`config.mk`:
```
export PLATFORM = sky130hd
export DESIGN_NAME = vga_sync_decoder
export DESIGN_NICKNAME = d
export VERILOG_FILES = /design/src/rtl/vga_sync_decoder.sv
export SDC_FILE = /design/constraint.sdc
export NUM_CORES = 1
export LEC_CHECK = 0
export CAP_MARGIN = 20
export CELL_PAD_IN_SITES_DETAIL_PLACEMENT = 1
export CELL_PAD_IN_SITES_GLOBAL_PLACEMENT = 1
export CORE_MARGIN = 4
export CORE_UTILIZATION = 32
export CTS_CLUSTER_DIAMETER = 100
export DETAILED_ROUTE_END_ITERATION = 8
export HOLD_SLACK_MARGIN = 0.12
export PLACE_DENSITY_LB_ADDON = 0.1
export SYNTH_ARGS = -nofsm -noshare
export SYNTH_HDL_FRONTEND = slang
export SYNTH_SLANG_ARGS = --single-unit
```
`constraint.sdc`:
```
create_clock -name clk -period 3.5 [get_ports clk]
set_clock_uncertainty 0.15 [all_clocks]
set_input_delay 0.7 -clock clk [delete_from_list [all_inputs] [get_ports clk]]
set_output_delay 0.7 -clock clk [all_outputs]
set_load 0.05 [all_outputs]
```
`src/rtl/vga_sync_decoder.sv`:
```
// vga_sync_decoder: rebuilds beam position from incoming hsync/vsync and tracks
// phase lock against nominal 640x480@60 timing, counting phase/timeout errors.
module vga_sync_decoder #(
  parameter int H_DISPLAY   = 640,
  parameter int H_FRONT     = 16,
  parameter int H_SYNC      = 96,
  parameter int H_BACK      = 48,
  parameter int V_DISPLAY   = 480,
  parameter int V_FRONT     = 10,
  parameter int V_SYNC      = 2,
  parameter int V_BACK      = 33,
  parameter int LOCK_FRAMES = 2
) (
  input  logic       clk,
  input  logic       rst,
  input  logic       hsync,
  input  logic       vsync,
  output logic [9:0] px,
  output logic [8:0] py,
  output logic       visible,
  output logic       locked,
  output logic       frame_start,
  output logic [7:0] err_count
);
  localparam int H_TOTAL      = H_DISPLAY + H_FRONT + H_SYNC + H_BACK;
  localparam int V_TOTAL      = V_DISPLAY + V_FRONT + V_SYNC + V_BACK;
  localparam int H_SYNC_START = H_DISPLAY + H_FRONT;
  localparam int H_MAX        = H_TOTAL - 1;
  localparam int V_SYNC_START = V_DISPLAY + V_FRONT;
  localparam int V_MAX        = V_TOTAL - 1;
  localparam int TIMEOUT      = 2 * H_TOTAL;
  localparam int WW           = $clog2(TIMEOUT + 1);
  localparam int FW           = $clog2(LOCK_FRAMES + 2);

  typedef enum logic [1:0] {SEARCH, HALIGN, ACQUIRE, LOCKED} state_t;

  state_t        state_q, state_d;
  logic [9:0]    hpos_q, hpos_d, vpos_q, vpos_d;
  logic [WW-1:0] wd_q, wd_d;
  logic [FW-1:0] fc_q, fc_d;
  logic [7:0]    err_q, err_d;
  logic          hs_q, vs_q;
  logic          hedge, vedge, herr, verr, terr, err;

  always_comb begin
    hedge   = hsync && !hs_q;
    vedge   = vsync && !vs_q;
    // the sync edge arrives one cycle after the transmitter's sync start position
    herr    = hedge && hpos_q != 10'(H_SYNC_START + 1);
    verr    = vedge && vpos_q != 10'(V_SYNC_START);
    terr    = !hedge && wd_q == WW'(TIMEOUT - 1);
    err     = herr || verr || terr;
    hpos_d  = hedge ? 10'(H_SYNC_START + 2) : (hpos_q == 10'(H_MAX) ? '0 : hpos_q + 10'd1);
    vpos_d  = vedge ? 10'(V_SYNC_START) :
              (hpos_q != 10'(H_MAX) ? vpos_q : (vpos_q == 10'(V_MAX) ? '0 : vpos_q + 10'd1));
    wd_d    = hedge ? '0 : (wd_q == WW'(TIMEOUT) ? wd_q : wd_q + WW'(1));
    err_d   = (err && state_q != SEARCH && err_q != 8'hff) ? err_q + 8'd1 : err_q;
    state_d = state_q;
    fc_d    = fc_q;
    case (state_q)
      SEARCH: state_d = hedge ? HALIGN : SEARCH;
      HALIGN: begin
        fc_d    = '0;
        state_d = err ? SEARCH : (vedge ? ACQUIRE : HALIGN);
      end
      ACQUIRE: begin
        fc_d    = (vedge && !err) ? fc_q + FW'(1) : fc_q;
        state_d = err ? SEARCH : ((vedge && fc_q + FW'(1) == FW'(LOCK_FRAMES)) ? LOCKED : ACQUIRE);
      end
      default: state_d = err ? SEARCH : LOCKED;
    endcase
  end

  always_ff @(posedge clk) begin
    if (rst) begin
      state_q <= SEARCH;
      hpos_q  <= '0;
      vpos_q  <= '0;
      wd_q    <= '0;
      fc_q    <= '0;
      err_q   <= '0;
      hs_q    <= 1'b0;
      vs_q    <= 1'b0;
    end else begin
      state_q <= state_d;
      hpos_q  <= hpos_d;
      vpos_q  <= vpos_d;
      wd_q    <= wd_d;
      fc_q    <= fc_d;
      err_q   <= err_d;
      hs_q    <= hsync;
      vs_q    <= vsync;
    end
  end

  assign px          = hpos_q;
  assign py          = vpos_q[8:0];
  assign locked      = state_q == LOCKED;
  assign visible     = hpos_q < 10'(H_DISPLAY) && vpos_q < 10'(V_DISPLAY) && locked;
  assign frame_start = hpos_q == '0 && vpos_q == '0 && locked;
  assign err_count   = err_q;
endmodule

```
==> reports/results.txt <==
Outcome = complete, no violations
Final cell count without fillers = 410
Total Wirelength = 6.02 mm
Violation count after the first detailed-route iteration = 68
Total nets after synthesis = 302
Share of the clock period used by the worst path = 92.6%
Worst EP required = 2.65 ns
Family with the most delay on the worst path = simple AND/OR/NAND/NOR gates
Source-to-sink clock delay at the later pin of the worst-skew pair = 0.30 ns
CP max FO = 7
Kind of path behind the tightest hold check = reg2reg
Number of global-route vias before repair = 2090
Post-placement worst setup slack = 0.333 ns
Post-DP HPWL = 4.42 mm
Most common library cell in the layout ignoring fill and taps = sky130_fd_sc_hd__dfxtp_1
TritonCTS buffer count = 5
Power density normalized to cell area = 367 nW/µm²
Commonest non-fill, non-tap cells in the layout = sky130_fd_sc_hd__dfxtp_1 (45), sky130_fd_sc_hd__nor2_1 (40), sky130_fd_sc_hd__clkdlybuf4s50_1 (32)
Standard-cell row count = 31
Crit path kind = reg2out
Fraction of layout instances using a drive strength above 1 = 6.11%
Post-detailed-route DRC marker count = 0
Mean Syn Cell Area = 8.34 µm²
Cell depth of the worst flop-to-flop path = 6
Gate count after technology mapping = 288
Final hold viol count = 0
Cts-stage hold buffer count = 0
Core area = 7290 µm²
Die extent in x = 94.6 µm
Prevailing post-synth register cell = sky130_fd_sc_hd__dfxtp_1
Proportion of synthesized flip-flops having asynchronous set or reset = 0%
CP Depth = 7
Maximum vdd drop = 0.117 mV
Weighted congestion reported at the end of routability-driven placement = 0.744
Average detailed-routed wire length per instance = 14.7 µm
Number of H-tree levels = 2
Post-layout power = 1.06 mW
Net total in the final layout = 324
Crit path buffers/inverters = 2
Clock period minus worst slack = 3.24 ns
Unrepaired setup endpoints after global routing = false
Area added between synthesis and finish = 19.7%
Root buf cell = sky130_fd_sc_hd__clkbuf_8
Setup_tns = 0 ns
DIE HEIGHT = 94.6 µm
Maxcap violations = 0
Area share of and/or/nand/nor cells after synthesis = 29.8%
Register area share after synthesis = 37.5%
Via count = 2072
Quantity of I/O buffers inserted on ports = 33
Crit path launch type = register
Synthesized flop and latch total = 45
Share of synthesized cell area in full adder, half adder and majority cells = 5.21%
Effective utilization at floorplan = 32.9%
Clock net sink count = 45
Ordered cell list for the critical path = inv_1 > ha_1 > or4b_2 > nor3_1 > nand4_1 > nor4_2 > buf_12
Number of max-slew violations in the final report = 0
Total Die Area = 8960 µm²
Synthesis Warnings = 0
Setup violations, final = 0
EDFF count, synth = 0
Via-to-Cell Ratio = 5.05
Mapped Area = 2400 µm²
Normalized max-slew margin = 52.3%
Cell count after placement = 402
Count of buffers added by post-CTS timing repair for setup = 0
Leak = 0.999 nW
Delay of the slowest critical-path stage = 0.62 ns
Max Fclk = 309 MHz
Register clock-pin slew on the reported worst setup and hold paths = 0.09 ns
Worst Max-Slew Pin Slew = 0.715 ns
Top-Level Pins = 34
Worst setup slack after layout = 0.259 ns
Compound-gate portion of the synthesized area = 11.6%
Largest family of logic cells by synthesized area = simple AND/OR/NAND/NOR gates
Critical path capture point type = output pin
Number of diodes = 0
TritonCTS clock tree = yes
Total grt overflow = 0
Count of TritonRoute iterations in the first routing pass = 4
Resized Gates After CTS = 0
Antenna violation net count after detailed routing = 0
Worst hold path stage count = 1
Critical path data arrival time = 2.39 ns
Largest net degree at the start of global routing = 28
Post-Synth XOR/XNOR Area = 7.66%
Crit-path slowest cell = sky130_fd_sc_hd__or4b_2
Distinct cell type count after synthesis = 45
Global-route wire length before repair = 10.3 mm
Multiplexer fraction of the synthesized cell area = 1.87%
All-layer global routing usage = 14.6%
Antenna violations before repair = 0
CTS max path bufs = 2
[final timing paths]
path,slack [ns],from,end
max,0.26,vpos_q[0],frame_start
min,0.37,px[0],px[0]
max reg2reg,0.69,vpos_q[1],fc_q[1]
min reg2reg,0.37,px[0],px[0]
[state kept, by name, summed over array words and instances, names as in the netlist]
register	flops
px	10
state_q	2
vpos_q	10
hs_q	1
vs_q	1
fc_q	2
wd_q	11
err_count	8
[where the power goes]
group | leakage (nW) | internal [mW] | switching (mW)
clock network | 0.0542 | 0.179 | 0.184
logic | 0.578 | 0.0497 | 0.0899
registers | 0.367 | 0.527 | 0.0265
total | 0.999 | 0.756 | 0.300
[cell type report]
cell class	instances	area, µm²
multi-input combinational	212	1350
clock buffer	7	96.3
inverter	11	41.3
clock inverter	1	5.00
tap	99	124
timing repair buffer	35	355
sequential	45	901
fill	892	4420
[through the flow]
| step | utilization [%] | area (µm²) | hold slack, ns |
|---|---|---|---|
| after floorplan | - | 2410 | 0.329 |
| after global placement | 38.1 | 2780 | 0.351 |
| after detailed placement | 38.1 | 2780 | 0.361 |
| after CTS | 39.4 | 2880 | 0.381 |
| after global routing | 39.4 | 2880 | 0.411 |
| final | 39.4 | 2880 | 0.375 |
[logic make-up after synthesis]
| family | Yosys count |
|---|---|
| and+or+nand+nor | 133 |
| AOI/OAI and AO/OA | 44 |
| muxes | 4 |
| xor gates and xnor gates | 21 |
| buffers and inverters | 31 |
| DFF | 45 |
| adders and majority gates | 10 |
[per-layer routing]
layer  GRT usage, %  routed length [µm]  vias to the layer above  share of wire [%]
met4           4.69                  85                        0                1.4
li1               -                   -                     1046                  -
met2           22.7                2730                       37                 45
met3           3.59                 255                        6                4.2
met5              0                   0                        -                  0
met1           19.7                2950                      983                 49
[synthesized netlist by cell type (2+ instances only)]
master                       n  area share [%]
sky130_fd_sc_hd__o21ai_0     9             1.9
sky130_fd_sc_hd__nor4_1      2            0.52
sky130_fd_sc_hd__xor2_1     12             4.4
sky130_fd_sc_hd__a21oi_1    20             4.2
sky130_fd_sc_hd__nand4_1     6             1.6
sky130_fd_sc_hd__xnor2_1     9             3.3
sky130_fd_sc_hd__o31ai_1     2            0.62
sky130_fd_sc_hd__or3_1       6             1.6
sky130_fd_sc_hd__buf_4      10             3.1
sky130_fd_sc_hd__dfxtp_1    45              37
sky130_fd_sc_hd__o21ai_1     2            0.42
sky130_fd_sc_hd__nor4b_1     2            0.73
sky130_fd_sc_hd__nor3_1      9             1.9
sky130_fd_sc_hd__and3_1      4             1.0
sky130_fd_sc_hd__nand2b_1    2            0.52
sky130_fd_sc_hd__a31oi_1     3            0.78
sky130_fd_sc_hd__ha_1       10             5.2
sky130_fd_sc_hd__nand4bb_1   2            0.94
sky130_fd_sc_hd__nor2_1     40             6.2
sky130_fd_sc_hd__mux2_1      3             1.4
sky130_fd_sc_hd__nand2_1    15             2.3
sky130_fd_sc_hd__nor3b_1     4             1.3
sky130_fd_sc_hd__nand3_1    19             4.0
sky130_fd_sc_hd__buf_1       2            0.31
sky130_fd_sc_hd__nor2b_1     9             2.3
sky130_fd_sc_hd__inv_1      11             1.7
sky130_fd_sc_hd__clkbuf_1    8             1.3
sky130_fd_sc_hd__or4_1       5             1.6
Power figures use the tool's default switching activity.
